## src/rtl/leaf_output_arbiter.sv

```systemverilog
// -----------------------------------------------------------------------------
// leaf_output_arbiter
//
// Shares the leaf's single user-to-interface output port between NUM_REQ
// user-side producers. A burst-limited round-robin picks one producer per
// cycle; its beat is registered into a one-entry output stage together with
// the producer index. Everything runs in the user clock domain.
//
// Ports:
//   clk_user   in   user clock
//   reset_n    in   asynchronous active-low reset
//   din_req    in   producer payloads, producer i at [i*PAYLOAD_BITS +: PAYLOAD_BITS]
//   vld_req    in   producer i has a beat
//   ack_req    out  one-hot, producer i's beat is consumed this cycle
//   dout_leaf  out  registered beat towards the leaf interface
//   vld_leaf   out  dout_leaf valid
//   ack_leaf   in   leaf interface accepts dout_leaf this cycle
//   src_idx    out  producer index of the current dout_leaf beat
// -----------------------------------------------------------------------------
module leaf_output_arbiter #(
  parameter int unsigned NUM_REQ      = 4,
  parameter int unsigned PAYLOAD_BITS = 32,
  parameter int unsigned IDX_BITS     = 2,
  parameter int unsigned MAX_BURST    = 8,
  parameter int unsigned BURST_BITS   = 4
) (
  input  logic                            clk_user,
  input  logic                            reset_n,
  input  logic [NUM_REQ*PAYLOAD_BITS-1:0] din_req,
  input  logic [NUM_REQ-1:0]              vld_req,
  output logic [NUM_REQ-1:0]              ack_req,
  output logic [PAYLOAD_BITS-1:0]         dout_leaf,
  output logic                            vld_leaf,
  input  logic                            ack_leaf,
  output logic [IDX_BITS-1:0]             src_idx
);

  typedef enum logic {
    S_IDLE,
    S_LOCKED
  } state_e;

  localparam logic [BURST_BITS-1:0] MaxBurst = BURST_BITS'(MAX_BURST);
  localparam logic [IDX_BITS-1:0]   LastInit = IDX_BITS'(NUM_REQ - 1);

  state_e                  state_q, state_d;
  logic [IDX_BITS-1:0]     holder_q, holder_d;
  logic [IDX_BITS-1:0]     last_q, last_d;
  logic [BURST_BITS-1:0]   burst_q, burst_d;

  logic                    vld_leaf_q;
  logic [PAYLOAD_BITS-1:0] dout_leaf_q;
  logic [IDX_BITS-1:0]     src_idx_q;

  logic                    sel_valid;
  logic                    load;
  logic                    stall;
  logic                    keep_holder;
  logic [IDX_BITS-1:0]     rr_base;
  logic [IDX_BITS-1:0]     rr_winner;
  logic [IDX_BITS-1:0]     winner;
  logic [NUM_REQ-1:0]      grant_oh;
  logic [PAYLOAD_BITS-1:0] win_payload;

  assign sel_valid = |vld_req;
  assign stall     = vld_leaf_q && !ack_leaf;
  // ack_leaf enters through one OR gate only; the winner does not depend on it.
  assign load      = (!vld_leaf_q || ack_leaf) && sel_valid;

  assign keep_holder = (state_q == S_LOCKED) && vld_req[holder_q] && (burst_q < MaxBurst);
  assign rr_base     = (state_q == S_IDLE) ? last_q : holder_q;

  // Scan base+1 .. base+NUM_REQ; the base itself comes last, so a released
  // holder wins again only when it is the sole requester.
  always_comb begin
    logic                found;
    logic [IDX_BITS-1:0] cand;
    found     = 1'b0;
    cand      = '0;
    rr_winner = rr_base;
    for (int unsigned off = 1; off <= NUM_REQ; off++) begin
      cand = IDX_BITS'((int'(rr_base) + off) % NUM_REQ);
      if (!found && vld_req[cand]) begin
        found     = 1'b1;
        rr_winner = cand;
      end
    end
  end

  assign winner = keep_holder ? holder_q : rr_winner;

  always_comb begin
    grant_oh    = '0;
    win_payload = din_req[0 +: PAYLOAD_BITS];
    for (int unsigned i = 0; i < NUM_REQ; i++) begin
      if (winner == IDX_BITS'(i)) begin
        grant_oh[i] = 1'b1;
        win_payload = din_req[i*PAYLOAD_BITS +: PAYLOAD_BITS];
      end
    end
  end

  // A beat loaded during reset would be dropped, so no ack may be given.
  assign ack_req = (load && reset_n) ? grant_oh : '0;

  always_comb begin
    state_d  = state_q;
    holder_d = holder_q;
    burst_d  = burst_q;
    last_d   = last_q;
    if (load) begin
      if (keep_holder) begin
        burst_d = burst_q + BURST_BITS'(1);
      end else begin
        if (state_q == S_LOCKED) begin
          last_d = holder_q;
        end
        state_d  = S_LOCKED;
        holder_d = winner;
        burst_d  = BURST_BITS'(1);
      end
    end else if (!stall && (state_q == S_LOCKED)) begin
      // Not stalled and not loading means nobody is requesting.
      last_d  = holder_q;
      state_d = S_IDLE;
      burst_d = '0;
    end
  end

  always_ff @(posedge clk_user or negedge reset_n) begin
    if (!reset_n) begin
      state_q     <= S_IDLE;
      holder_q    <= '0;
      burst_q     <= '0;
      last_q      <= LastInit;
      vld_leaf_q  <= 1'b0;
      dout_leaf_q <= '0;
      src_idx_q   <= '0;
    end else begin
      state_q  <= state_d;
      holder_q <= holder_d;
      burst_q  <= burst_d;
      last_q   <= last_d;
      if (load) begin
        vld_leaf_q  <= 1'b1;
        dout_leaf_q <= win_payload;
        src_idx_q   <= winner;
      end else if (ack_leaf && vld_leaf_q) begin
        vld_leaf_q <= 1'b0;
      end
    end
  end

  assign vld_leaf  = vld_leaf_q;
  assign dout_leaf = dout_leaf_q;
  assign src_idx   = src_idx_q;

endmodule

```

## config.mk

```make
export PLATFORM = sky130hd
export DESIGN_NAME = leaf_output_arbiter
export DESIGN_NICKNAME = d
export VERILOG_FILES = /design/src/rtl/leaf_output_arbiter.sv
export SDC_FILE = /design/constraint.sdc
export NUM_CORES = 1
export LEC_CHECK = 0
export ABC_AREA = 1
export CAP_MARGIN = 20
export CORE_ASPECT_RATIO = 1.5
export CORE_MARGIN = 4
export CORE_UTILIZATION = 35
export CTS_CLUSTER_DIAMETER = 200
export DETAILED_ROUTE_END_ITERATION = 10
export MAX_ROUTING_LAYER = met4
export PLACE_DENSITY = 0.71
export SLEW_MARGIN = 20
export SYNTH_ARGS = -nofsm -noshare
export SYNTH_HDL_FRONTEND = slang
export SYNTH_SLANG_ARGS = --single-unit
```

## constraint.sdc

```tcl
create_clock -name clk_user -period 5.8 [get_ports clk_user]
set_clock_uncertainty 0.1 [all_clocks]
set_input_delay 1.45 -clock clk_user [delete_from_list [all_inputs] [get_ports clk_user]]
set_output_delay 1.45 -clock clk_user [all_outputs]
set_load 0.03 [all_outputs]
```

# Yosys cells after proc, flatten, opt, wreduce, memory -nomap -nowiden
# Index checks and enable logic that the tools add are counted.
# W data, S select, Z words.
# word_totals
ff_bits,44
in_bits,135
# op_classes
n_addsub,5
n_mux,38
magnitude_cmp,6
n_reduce_logical,23
bitwise,1
eq_ne,4
# op_table
op,count
$mux W32,3
$mux W2,9
$mux W1,17
$mux W4,4
$lt A2 B3 Y1 const B,5
$bmux W1 S2,5
$logic_and A1 B1 Y1,10
$logic_not A1 Y1,6
$add A2 B1 Y2 const B,2
$add A2 B2 Y2 const B,2
$add A4 B1 Y4 const B,1
$eq A2 B2 Y1 const B,2
$lt A4 B4 Y1 const B,1
$reduce_and A2 Y1,2
$reduce_bool A2 Y1,2
$reduce_or A4 Y1,1
$eq A2 B1 Y1 const B,1
$logic_not A2 Y1,1
$ne A2 B2 Y1 const B,1
$logic_or A1 B1 Y1,1
$not A1 Y1,1

# Longest topological paths before layout
# depth
depth_word,19
depth_mapped,19

# Worst setup path before layout
# Ideal clock, no wire load.
# synth_timing
path_type,input to output
startpoint,input port vld_req[3]
endpoint,output port ack_req[0]
n_path_buf,1
required_time_ns,4.250
path_stages,10
arrival_time_ns,3.093
setup_slack_ns,1.157
path_cell_list,inv_1 -> a21oi_1 -> o21ai_0 -> nand2_1 -> nand2_1 -> inv_1 -> nand2_1 -> nand2_4 -> buf_2 -> nor3_1
# synth_via
elab_chain_len,16
# synth_lines
element,line,rtl
"start, declared",30,"input logic [NUM_REQ-1:0] vld_req,"
$bmux W1 S2,83,if (!found && vld_req[cand]) begin
$mux W1 (implied by the code),83,
$mux W1,83,
$logic_not A1 Y1,83,
$logic_and A1 B1 Y1,83,
$mux W1,83,
$logic_not A1 Y1,83,
$logic_and A1 B1 Y1,83,
$mux W1,83,
$logic_not A1 Y1,83,
$logic_and A1 B1 Y1,83,
$mux W2,83,
$mux W2,90,assign winner = keep_holder ? holder_q : rr_winner;
$logic_not A2 Y1,96,if (winner == IDX_BITS'(i)) begin
$mux W1,96,
$mux W4 *,104,assign ack_req = (load && reset_n) ? grant_oh : '0;
"end, declared",31,"output logic [NUM_REQ-1:0] ack_req,"
# Every way passes the cells marked *; elsewhere a longest branch is shown, timed or not. The select of a mux whose other input is x is not followed.

# Final worst setup path
# layout_timing
startpoint,input port vld_req[1]
endpoint,output port ack_req[3]
# layout_via
elab_chain_len,16
# layout_lines
element,line
$bmux W1 S2,83
$mux W1 (implied by the code),83
$mux W1,83
$logic_not A1 Y1,83
$logic_and A1 B1 Y1,83
$mux W1,83
$logic_not A1 Y1,83
$logic_and A1 B1 Y1,83
$mux W1,83
$logic_not A1 Y1,83
$logic_and A1 B1 Y1,83
$mux W2,83
$mux W2,90
$eq A2 B2 Y1,96
$mux W1,96
$mux W4 *,104
# Marked as above.

==> results.yml <==
timing:
  finalCritPeriodShare_pct: 91.4
  max_clock_freq_ghz: 0.189
  post-route-min-period_ps: 5300
  setup_viol: 0
  timing.max_slew.rel_slack_pct: 38.1
  slew_viol_final: 0
  hold_violations: 0
  grt_setup_unrepaired: "no"
  transition_time_at_the_pin_with_the_least_slew_margin_ps: 926
  setup-tns-final_ps: 0
worst_setup_path:
  timing.critical_path.slowest_stage_cell: "sky130_fd_sc_hd__clkdlybuf4s50_1"
  criticalPathCategory: "in2out"
  cp.required_ps: 4250
  critical-path-top-delay-family: "simple AND/OR/NAND/NOR gates"
  timing.critical_path.mode_cell: "sky130_fd_sc_hd__nand2_1"
  worst-path-buf-inv: 4
  cp-start-kind: "primary input"
  crit_path_max_incr_delay_ps: 500
  ordered_cell_list_for_the_critical_path: "clkdlybuf4s50_1 > inv_1 > a21oi_1 > o21ai_0 > nand2_1 > nand2_1 > inv_1 > nand2_1 > nand2_4 > nand2_4 > nor2_1 > buf_4"
  endpoint_of_the_most_critical_register_to_register_path: "dout_leaf[2]"
  cp_num_cells: 12
  critPathCaptureType: "output port"
  worst_reg2reg_startpoint: "holder_q[0]"
  worst-endpoint-arrival_ps: 3750
  rr_worst_depth: 20
  critical_path_peak_fanout: 36
  worst_r2r_setup_slack_ps: 2910
clocking:
  postCtsHoldBufs: 0
  cts_buffer_depth: 2
  tritoncts.num_buffers: 5
  clock_tree.htree_level_count: 2
  cts_root_buffer: "sky130_fd_sc_hd__clkbuf_16"
  clock_tree_from_tritoncts: "done"
  cts_resized: 0
  worst_skew_pair.late_latency_ps: 290
  postCtsSetupRepairBufs: 0
  worst_setup_hold_path_clk_slew_ps: 60
  clock_sinks: 44
grt:
  grt_use_total_pct: 21.4
  grt_start_max_net_pins: 45
  grt_first_pass_wirelength_um: 19700
  grt_antenna_before_repair: 0
  vias_in_the_first_global_route: 4192
  grt-ovfl-total: 0
synth:
  synth.top_cells.by_area: "sky130_fd_sc_hd__dfrtp_1, sky130_fd_sc_hd__nand2_1, sky130_fd_sc_hd__inv_1"
  syn-instance-count: 586
  ys_ff_latch: 44
  postSynthNetCount: 722
  synthesized_area_per_cell_um2: 6.01
  number_of_synthesized_flops_with_an_enable_pin: 0
  most_instantiated_library_cell_after_synthesis: "sky130_fd_sc_hd__nand2_1"
  synth.lib_cells_used.distinct: 28
  postSynth.asyncResetShare_pct: 100
  postSynth.topFlopCell: "sky130_fd_sc_hd__dfrtp_1"
  synth-seq-area-share_pct: 31.3
  synth_area_um2: 3520
  yosys.area.top_type: "sky130_fd_sc_hd__dfrtp_1"
  yosys.area.top_type_share_pct: 29.8
  synth_commonest_cells: "sky130_fd_sc_hd__nand2_1, sky130_fd_sc_hd__inv_1, sky130_fd_sc_hd__o21ai_0, sky130_fd_sc_hd__dfrtp_1, sky130_fd_sc_hd__nand3_1"
  synth-warning-count: 0
detailed_routing:
  routed_wl_um: 12600
  detail_route.wl_per_cell_um: 14.7
  vias_per_cell: 4.98
  drtIter0Drc: 236
  via_count: 4260
  firstDrtPassIters: 5
  drtAntennaViolNets: 0
  drc: 0
die:
  dieArea_um2: 11800
  fp.dieW_um: 89.9
  boundaryPins: 174
  placement_rows: 44
  core_region_area_um2: 9740
  start_util_pct: 36.1
  floorplan.die.height_um: 131
layout:
  n_antenna_cell: 0
  area_growth_pct: 52.9
  n_fill_cell: 960
  final_layout_size_suffix_gt1_share_pct: 4.45
  nets: 877
hold_path:
  min-delay-start: "dout_leaf[19]"
  hold_path.class: "reg2reg"
  whs_endpoint: "dout_leaf[19]"
  holdPathStages: 2
placed_design:
  dpl.hpwl_um: 9440
  placement.io_buffers: 173
  finalWeightedCongestion: 0.854
outcome:
  outcome: "finished, final reports clean"
flow_run:
  max_cap_viol_count: 0
metrics by stage:
step	area [um2]	hold slack, ps	std cells	worst slack [ps]	utilization [%]
2_1_floorplan	3520	383	586	1160	-
3_3_place_gp	5250	361	849	559	53.9
3_5_place_dp	5250	365	849	512	53.9
4_1_cts	5390	381	856	489	55.3
5_1_grt	5390	394	856	255	55.3
6_report	5390	378	856	499	55.3
layout by cell type (no fill, tap or decap), types with 3 or more instances in the layout:
cell / n
sky130_fd_sc_hd__buf_4: 12
sky130_fd_sc_hd__nand2_2: 4
sky130_fd_sc_hd__o21ai_1: 29
sky130_fd_sc_hd__clkbuf_16: 5
sky130_fd_sc_hd__nand2_1: 217
sky130_fd_sc_hd__nor2_1: 9
sky130_fd_sc_hd__clkdlybuf4s50_1: 168
sky130_fd_sc_hd__inv_1: 111
sky130_fd_sc_hd__nand4_1: 33
sky130_fd_sc_hd__inv_2: 3
sky130_fd_sc_hd__nand3_1: 41
sky130_fd_sc_hd__dfrtp_1: 42
sky130_fd_sc_hd__o21ai_0: 46
layer usage:
metal / GRT usage (%) / vias up / wire [um]
met2: 41.1 / 153 / 6860
met4: 8.93 / 0 / 301
met5: - / - / 0
li1: - / 2134 / -
met3: 3.21 / 17 / 656
met1: 21.7 / 1956 / 4770
worst max-delay path by stage:
stage	from	endpoint	slack [ps]
6_report	vld_req[1]	ack_req[3]	500
5_1_grt	vld_req[3]	ack_req[3]	260
4_1_cts	vld_req[3]	ack_req[3]	490
3_5_place_dp	vld_req[3]	ack_req[3]	510
3_3_place_gp	vld_req[3]	ack_req[3]	560
2_1_floorplan	vld_req[3]	ack_req[0]	1160
registers in the layout, indices dropped and copies added (netlist names):
| name | cells |
|---|---|
| vld_leaf | 1 |
| last_q | 2 |
| holder_q | 2 |
| src_idx | 2 |
| burst_q | 4 |
| dout_leaf | 32 |
| state_q | 1 |
worst min-delay path: cells and delay by family, from the launching register on:
kind	cells	cell delay, ps
flip-flops	1	340
AND/OR/NAND/NOR	2	100
area by class of cell:
type                       instances  area [um2]  share of cell area (%)
multi-input combinational        395        1800                    33.4
timing repair buffer             181        1780                    33.0
clock inverter                     1        5.00                  0.0929
clock buffer                       6         129                    2.39
sequential                        44        1100                    20.5
tap                              115         144                    2.67
inverter                         114         428                    7.95
kinds of logic after synthesis:
logic type / count (synthesis) / synth area share [%]
AND/OR/NAND/NOR: 311 / 38.3
adder cells (fa/ha/maj): 1 / 0.355
AO/OA/AOI/OAI: 82 / 11.9
buffers and inverters: 147 / 17.8
XOR/XNOR: 1 / 0.249
flip-flops: 44 / 31.3
Power is left out: the tool's default activity adds up to more than one toggle a clock period on the data nets, which glitch-free logic cannot reach.
